`src/rtl/vga_pixel_pipe.sv`:
```
// Pixel stage behind the VGA timing generator: picks framebuffer or pattern colour per pixel
// and delays sync/display-enable so that all outputs leave together on the colour's cycle.
module vga_pixel_pipe #(
  parameter int READ_LAT    = 1,
  parameter int SCALE_SHIFT = 2,
  parameter int ADDR_W      = 15
) (
  input  logic              inputclk,
  input  logic              reset_b,
  input  logic              hsync_in,
  input  logic              vsync_in,
  input  logic              Hdisplay,
  input  logic              Vdisplay,
  input  logic [9:0]        hrow,
  input  logic [9:0]        vcolumn,
  input  logic [1:0]        mode_req,
  input  logic [11:0]       solid_rgb,
  output logic [ADDR_W-1:0] fb_addr,
  output logic              fb_rd_en,
  input  logic [11:0]       fb_data,
  output logic              hsync_out,
  output logic              vsync_out,
  output logic              de_out,
  output logic [3:0]        red,
  output logic [3:0]        green,
  output logic [3:0]        blue,
  output logic [7:0]        frame_count,
  output logic [1:0]        mode_active
);

  typedef enum logic [1:0] {
    MODE_FB    = 2'd0,
    MODE_BARS  = 2'd1,
    MODE_SOLID = 2'd2,
    MODE_GRID  = 2'd3
  } mode_e;

  typedef struct packed {
    logic        hs;
    logic        vs;
    logic        de;
    logic        vis;
    logic        isFb;
    logic [11:0] pat;
  } pixStage_t;

  localparam int        FbWidth    = 640 >> SCALE_SHIFT;
  localparam pixStage_t StageReset = '{hs: 1'b1, vs: 1'b1, de: 1'b0, vis: 1'b0,
                                       isFb: 1'b0, pat: 12'h000};

  logic              vsyncPrev_q;
  mode_e             modeActive_q;
  logic [7:0]        frameCount_q;
  logic              frameStart;
  mode_e             modeEff;
  logic [7:0]        frameCountEff;

  logic              pixelDe;
  logic              inRange;
  logic [4:0]        gridX;
  logic [11:0]       barColour;
  logic [11:0]       gridColour;
  logic [11:0]       patColour;
  logic              fbRdEn_d;
  logic              fbRdEn_q;
  logic [ADDR_W-1:0] fbAddr_d;
  logic [ADDR_W-1:0] fbAddr_q;
  pixStage_t         stageA_d;
  pixStage_t         stageA_q;
  pixStage_t         dly_q [READ_LAT];

  logic              hsync_q;
  logic              vsync_q;
  logic              de_q;
  logic [11:0]       rgb_d;
  logic [11:0]       rgb_q;

  // A frame start on the same cycle as a pixel already applies the new mode and count to it.
  assign frameStart    = vsync_in & ~vsyncPrev_q;
  assign modeEff       = frameStart ? mode_e'(mode_req) : modeActive_q;
  assign frameCountEff = frameStart ? frameCount_q + 8'd1 : frameCount_q;

  always_ff @(posedge inputclk or negedge reset_b) begin
    if (!reset_b) begin
      vsyncPrev_q  <= 1'b1;
      modeActive_q <= MODE_FB;
      frameCount_q <= 8'd0;
    end else begin
      vsyncPrev_q  <= vsync_in;
      modeActive_q <= modeEff;
      frameCount_q <= frameCountEff;
    end
  end

  assign pixelDe = Hdisplay & Vdisplay;
  assign inRange = (hrow < 10'd640) && (vcolumn < 10'd480);

  always_comb begin
    barColour = 12'h000;
    if (hrow < 10'd80) begin
      barColour = 12'hFFF;
    end else if (hrow < 10'd160) begin
      barColour = 12'hFF0;
    end else if (hrow < 10'd240) begin
      barColour = 12'h0FF;
    end else if (hrow < 10'd320) begin
      barColour = 12'h0F0;
    end else if (hrow < 10'd400) begin
      barColour = 12'hF0F;
    end else if (hrow < 10'd480) begin
      barColour = 12'hF00;
    end else if (hrow < 10'd560) begin
      barColour = 12'h00F;
    end
  end

  // Only the low five bits of (hrow + frame_count) decide a grid line, so a 5-bit add suffices.
  assign gridX      = hrow[4:0] + frameCountEff[4:0];
  assign gridColour = ((gridX == 5'd0) || (vcolumn[4:0] == 5'd0)) ? 12'hFFF : 12'h000;

  always_comb begin
    patColour = 12'h000;
    case (modeEff)
      MODE_BARS:  patColour = barColour;
      MODE_SOLID: patColour = solid_rgb;
      MODE_GRID:  patColour = gridColour;
      default:    patColour = 12'h000;
    endcase
  end

  assign fbRdEn_d = pixelDe && (modeEff == MODE_FB);
  assign fbAddr_d = ADDR_W'((32'(vcolumn) >> SCALE_SHIFT) * FbWidth
                            + (32'(hrow) >> SCALE_SHIFT));

  always_comb begin
    stageA_d      = StageReset;
    stageA_d.hs   = hsync_in;
    stageA_d.vs   = vsync_in;
    stageA_d.de   = pixelDe;
    stageA_d.vis  = pixelDe & inRange;
    stageA_d.isFb = (modeEff == MODE_FB);
    stageA_d.pat  = patColour;
  end

  always_ff @(posedge inputclk or negedge reset_b) begin
    if (!reset_b) begin
      fbRdEn_q <= 1'b0;
      fbAddr_q <= '0;
      stageA_q <= StageReset;
    end else begin
      fbRdEn_q <= fbRdEn_d;
      if (fbRdEn_d) begin
        fbAddr_q <= fbAddr_d;
      end
      stageA_q <= stageA_d;
    end
  end

  // Sideband waits here while the framebuffer read is in flight.
  always_ff @(posedge inputclk or negedge reset_b) begin
    if (!reset_b) begin
      for (int i = 0; i < READ_LAT; i++) begin
        dly_q[i] <= StageReset;
      end
    end else begin
      dly_q[0] <= stageA_q;
      for (int i = 1; i < READ_LAT; i++) begin
        dly_q[i] <= dly_q[i-1];
      end
    end
  end

  always_comb begin
    rgb_d = 12'h000;
    if (dly_q[READ_LAT-1].vis) begin
      rgb_d = dly_q[READ_LAT-1].isFb ? fb_data : dly_q[READ_LAT-1].pat;
    end
  end

  always_ff @(posedge inputclk or negedge reset_b) begin
    if (!reset_b) begin
      hsync_q <= 1'b1;
      vsync_q <= 1'b1;
      de_q    <= 1'b0;
      rgb_q   <= 12'h000;
    end else begin
      hsync_q <= dly_q[READ_LAT-1].hs;
      vsync_q <= dly_q[READ_LAT-1].vs;
      de_q    <= dly_q[READ_LAT-1].de;
      rgb_q   <= rgb_d;
    end
  end

  assign fb_addr     = fbAddr_q;
  assign fb_rd_en    = fbRdEn_q;
  assign hsync_out   = hsync_q;
  assign vsync_out   = vsync_q;
  assign de_out      = de_q;
  assign red         = rgb_q[11:8];
  assign green       = rgb_q[7:4];
  assign blue        = rgb_q[3:0];
  assign frame_count = frameCount_q;
  assign mode_active = modeActive_q;

endmodule

```
`config.mk`:
```
export PLATFORM = sky130hd
export DESIGN_NAME = vga_pixel_pipe
export DESIGN_NICKNAME = d
export VERILOG_FILES = /design/src/rtl/vga_pixel_pipe.sv
export SDC_FILE = /design/constraint.sdc
export NUM_CORES = 1
export LEC_CHECK = 0
export CORE_UTILIZATION = 35
export CTS_CLUSTER_DIAMETER = 40
export CTS_CLUSTER_SIZE = 24
export DETAILED_ROUTE_END_ITERATION = 7
export PLACE_DENSITY_LB_ADDON = 0.25
export SLEW_MARGIN = 10
export SYNTH_ARGS = -nofsm -noshare
export SYNTH_HDL_FRONTEND = slang
export SYNTH_SLANG_ARGS = --single-unit
```
`constraint.sdc`:
```
create_clock -name inputclk -period 3.86 [get_ports inputclk]
set_input_delay 0.772 -clock inputclk [delete_from_list [all_inputs] [get_ports inputclk]]
set_output_delay 0.772 -clock inputclk [all_outputs]
set_load 0.02 [all_outputs]
```
==> flow_metrics.env <==
export IMPL_placement_io_buffers=92
export IMPL_reg2reg_slack_ns=1.07
export IMPL_share_seq_of_total_power_pct=41.7
export IMPL_number_of_enable_type_register_cells_in_the_synthesized_netlist=0
export IMPL_postSynth_asyncResetShare_pct=100.0
export IMPL_grt_max_degree=76
export IMPL_tightestPinTransition_ns=0.9059
export IMPL_ff_latch_count_synth=75
export IMPL_finalWorstPathRequiredPeriod_ns=3.260
export IMPL_design_portCount=93
export IMPL_tritoncts_clock_tree="done"
export IMPL_switching_power_mw=0.8621
export IMPL_avgViaCountPerCell=4.769
export IMPL_final_hold_violations=0
export IMPL_worst_skew_pair_late_latency_ns=0.35
export IMPL_cellLeakagePower_nw=2.141
export IMPL_syn_inst=306
export IMPL_worst_r2r_startpoint="stageA_q[15]$_DFF_PN1_"
export IMPL_die_extent_in_x_um=103.1
export IMPL_cts_buffers_inserted=9
export IMPL_max_cap_violations=0
export IMPL_yosys_top_cells_count="sky130_fd_sc_hd__dfrtp_1, sky130_fd_sc_hd__nand2_1, sky130_fd_sc_hd__ha_1"
export IMPL_max_slew_violation_count=0
export IMPL_antenna_found_initial=0
export IMPL_finalWeightedCongestion=0.7907
export IMPL_hpwlAfterDp_mm=5.727
export IMPL_cp_num_buf_inv=1
export IMPL_yosys_cell_types_count=58
export IMPL_clkSlewWorstSetupHoldPaths_ns=0.09
export IMPL_gr_max_usage_layer="met2"
export IMPL_skew_ns=0.006073
export IMPL_synthesis_area_per_instance_um2=11.69
export IMPL_cp_end_kind="flip-flop"
export IMPL_sw_frac_of_total_pct=34.60
export IMPL_reg2reg_depth=10
export IMPL_cts_max_path_buffers=2
export IMPL_timing_hold_worst_path_depth=0
export IMPL_finalCritPeriodShare_pct=84.45
export IMPL_clock_fmax_mhz=306.8
export IMPL_chipHeight_um=103.1
export IMPL_crit_reg_reg_endpoint="stageA_q[11]$_DFF_PN0_"
export IMPL_area_delta_synth_final_pct=35.15
export IMPL_timing_critical_path_cells="clkdlybuf4s50_1 -> nand3_1 -> nor3b_1 -> xnor2_1 -> ha_1 -> and3b_1 -> o21a_1 -> a211o_1 -> a211o_1 -> nand3_1"
export IMPL_power_clock_fraction_pct=23.3
export IMPL_power_ir_vdd_worst_mv=0.2338
export IMPL_placed_area_um2=4641
export IMPL_ctsHtreeMaxLevel=3
export IMPL_cts_resized=0
export IMPL_final_hold_worst_slack_ns=0.3486
export IMPL_dp_worst_setup_slack_ns=0.2215
export IMPL_gr_total_overflow=0
export IMPL_final_setup_tns_ns=0
export IMPL_postSynthNetCount=382
export IMPL_post_drt_wl_per_cell_um=13.81
export IMPL_critPathTopFamily="compound AO/OA/AOI/OAI gates"
export IMPL_mappedNetlistArea_um2=3577
export IMPL_pwr_share_comb_pct=35.0
export IMPL_drive_above_1_share_pct=10.32
export IMPL_fp_dieArea_um2=10630
export IMPL_ant_nets=0
export IMPL_globalRouteTotalUtil_pct=15.67
export IMPL_yosysMostFrequentCell="sky130_fd_sc_hd__dfrtp_1"
export IMPL_hp_start="stageA_q[14]$_DFF_PN0_"
export IMPL_internal_power_mw=1.629
export IMPL_finalInstanceArea_um2=4835
export IMPL_global_route_wire_length_before_repair_mm=12.48
export IMPL_synth_top_area_cells="sky130_fd_sc_hd__dfrtp_1, sky130_fd_sc_hd__ha_1, sky130_fd_sc_hd__dfstp_2"
export IMPL_criticalPathCategory="input pin to flip-flop"
export IMPL_outcome="finished clean"
export IMPL_synth_yosys_seq_area_share_pct=52.68
export IMPL_setup_repair_after_global_routing_missed_its_margin="no"
export IMPL_standard_cell_row_count=36
export IMPL_critical_path_max_fanout=12
export IMPL_hold_buffers=0
export IMPL_initial_core_util_pct=36.43
export IMPL_synth_warnings=0
export IMPL_yosys_area_top_type_share_pct=48.27
export IMPL_setup_slack_ns=0.6001
export IMPL_grtUsageMet2_pct=26.97
export IMPL_ctsRootBufferMaster="sky130_fd_sc_hd__clkbuf_8"
export IMPL_drc=0
export IMPL_diodes=0
export IMPL_grt_use_met3_pct=3.186
export IMPL_groute_layer_met1_usage_pct=19.28
export IMPL_clock_sink_count=75
export IMPL_placeableCoreArea_um2=9819
export IMPL_post_cts_setup_buffer_count=0
export IMPL_ys_flop_type="sky130_fd_sc_hd__dfrtp_1"
export IMPL_post_layout_total_power_mw=2.492
export IMPL_synth_top_area_cell="sky130_fd_sc_hd__dfrtp_1"
export IMPL_number_of_global_route_vias_before_repair=2602
export IMPL_detailedRoute_firstIterationViolations=67
export IMPL_final_net_count=478
export IMPL_cpPeakStageDelay_ns=0.56
export IMPL_detailroute_via_count=2575
export IMPL_setup_viol_count_final=0
export IMPL_hold_path_class="flip-flop to flip-flop"
export IMPL_cp_data_required_time_ns=4.14
export IMPL_arrival_ns=3.54
export IMPL_worstHoldEndpoint="dly_q[14]$_DFF_PN0_"
export IMPL_firstDrtPassIters=4
export IMPL_slew_headroom_pct=39.61
export IMPL_cpMaxStageDelayCell="sky130_fd_sc_hd__clkdlybuf4s50_1"
export IMPL_power_density_nw_per_um2=515.4
export IMPL_critPathLaunchType="input pin"
export IMPL_finalWirelength_mm=7.460
-- worst reg2reg max path, cell delays in order, from the launching register on --
cell and delay [ns]:
sky130_fd_sc_hd__dfstp_2 0.58, sky130_fd_sc_hd__nand2b_1 0.20, sky130_fd_sc_hd__xnor2_1 0.17, sky130_fd_sc_hd__ha_1 0.21, sky130_fd_sc_hd__inv_1 0.05, sky130_fd_sc_hd__fa_1 0.40, sky130_fd_sc_hd__and3b_1 0.25, sky130_fd_sc_hd__nor3_1 0.06
sky130_fd_sc_hd__a211o_1 0.23, sky130_fd_sc_hd__a211o_1 0.44, sky130_fd_sc_hd__nand3_1 0.13
-- worst max-delay path by stage --
stage,start,endpoint,slack [ns],depth (start not counted)
floorplan,vcolumn[4],fb_addr[13]$_DFFE_PN0P_,0.89,7
global placement,vsync_in,stageA_q[0]$_DFF_PN0_,0.28,10
detailed placement,vcolumn[3],fb_addr[13]$_DFFE_PN0P_,0.22,9
CTS,vsync_in,stageA_q[1]$_DFF_PN0_,0.61,10
global route,vsync_in,stageA_q[8]$_DFF_PN0_,0.44,10
finish,vsync_in,stageA_q[11]$_DFF_PN0_,0.60,10
-- cells by family after synthesis --
logic type	after synthesis	share of synthesized area (%)
simple gates	97	14.94
flops	75	52.68
compound gates	48	9.584
mux	26	7.800
fa+ha+maj	25	9.304
buf+inv	21	2.273
xor+xnor	14	3.428
-- metal layers --
layer  vias to the layer above  part of all wire (%)  wire length, um
li1                       1290                     -                -
met1                      1216                    45             3342
met2                        60                    50             3702
met3                         9                   3.9              290
met4                         0                   1.7              125
met5                         -                     0                0
-- area by class of cell --
class | count | area (um^2)
Inverter | 12 | 45.04
Sequential cell | 75 | 1884
Fill cell | 946 | 4985
Clock buffer | 9 | 123.9
Timing Repair Buffer | 94 | 933.4
Tap cell | 133 | 166.4
Clock inverter | 7 | 70.07
Multi-Input combinational cell | 210 | 1612
-- flip-flops by register name, indices dropped and copies added (netlist names) --
signal	flops
hsync_out	1
mode_active	2
de_out	1
vsync_out	1
fb_rd_en	1
fb_addr	15
rgb_q	12
dly_q	17
frame_count	8
stageA_q	17
-- per-stage QoR --
| step | util [%] | std cells |
|---|---|---|
| 4_1_cts | 49.24 | 540 |
| 6_report | 49.24 | 540 |
| 3_5_place_dp | 47.26 | 524 |
| 2_1_floorplan | - | 306 |
| 5_1_grt | 49.24 | 540 |
| 3_3_place_gp | 47.26 | 524 |
-- layout by cell type (no fill, tap or decap), types with 3 or more instances in the layout --
cell type	count
sky130_fd_sc_hd__nor3b_1	3
sky130_fd_sc_hd__inv_1	11
sky130_fd_sc_hd__mux2i_1	13
sky130_fd_sc_hd__ha_1	21
sky130_fd_sc_hd__nor3_1	5
sky130_fd_sc_hd__nor2_1	9
sky130_fd_sc_hd__buf_4	3
sky130_fd_sc_hd__a211o_1	4
sky130_fd_sc_hd__fa_1	3
sky130_fd_sc_hd__a21oi_1	8
sky130_fd_sc_hd__mux2_1	4
sky130_fd_sc_hd__xor2_1	8
sky130_fd_sc_hd__nand3_1	14
sky130_fd_sc_hd__dfstp_2	6
sky130_fd_sc_hd__o21ai_0	8
sky130_fd_sc_hd__nand4_1	5
sky130_fd_sc_hd__xnor2_1	6
sky130_fd_sc_hd__clkdlybuf4s50_1	91
sky130_fd_sc_hd__clkbuf_8	9
sky130_fd_sc_hd__mux2_2	8
sky130_fd_sc_hd__nor2b_1	17
sky130_fd_sc_hd__nand2_1	23
sky130_fd_sc_hd__dfrtp_1	69
sky130_fd_sc_hd__or4_1	3
sky130_fd_sc_hd__nand4b_1	3
sky130_fd_sc_hd__a31oi_1	3
sky130_fd_sc_hd__o31ai_1	3
-- power by group through the flow --
stage / Sequential [mW] / Combinational (mW) / Clock, mW
final: 1.04 / 0.872 / 0.580
after global placement: 1.05 / 0.862 / 0
after global routing: 1.06 / 0.962 / 0.637
after CTS: 1.04 / 0.883 / 0.607
after floorplan: 1.16 / 0.384 / 0
after detailed placement: 1.05 / 0.880 / 0
No activity file was read; power rests on OpenSTA's default activity.
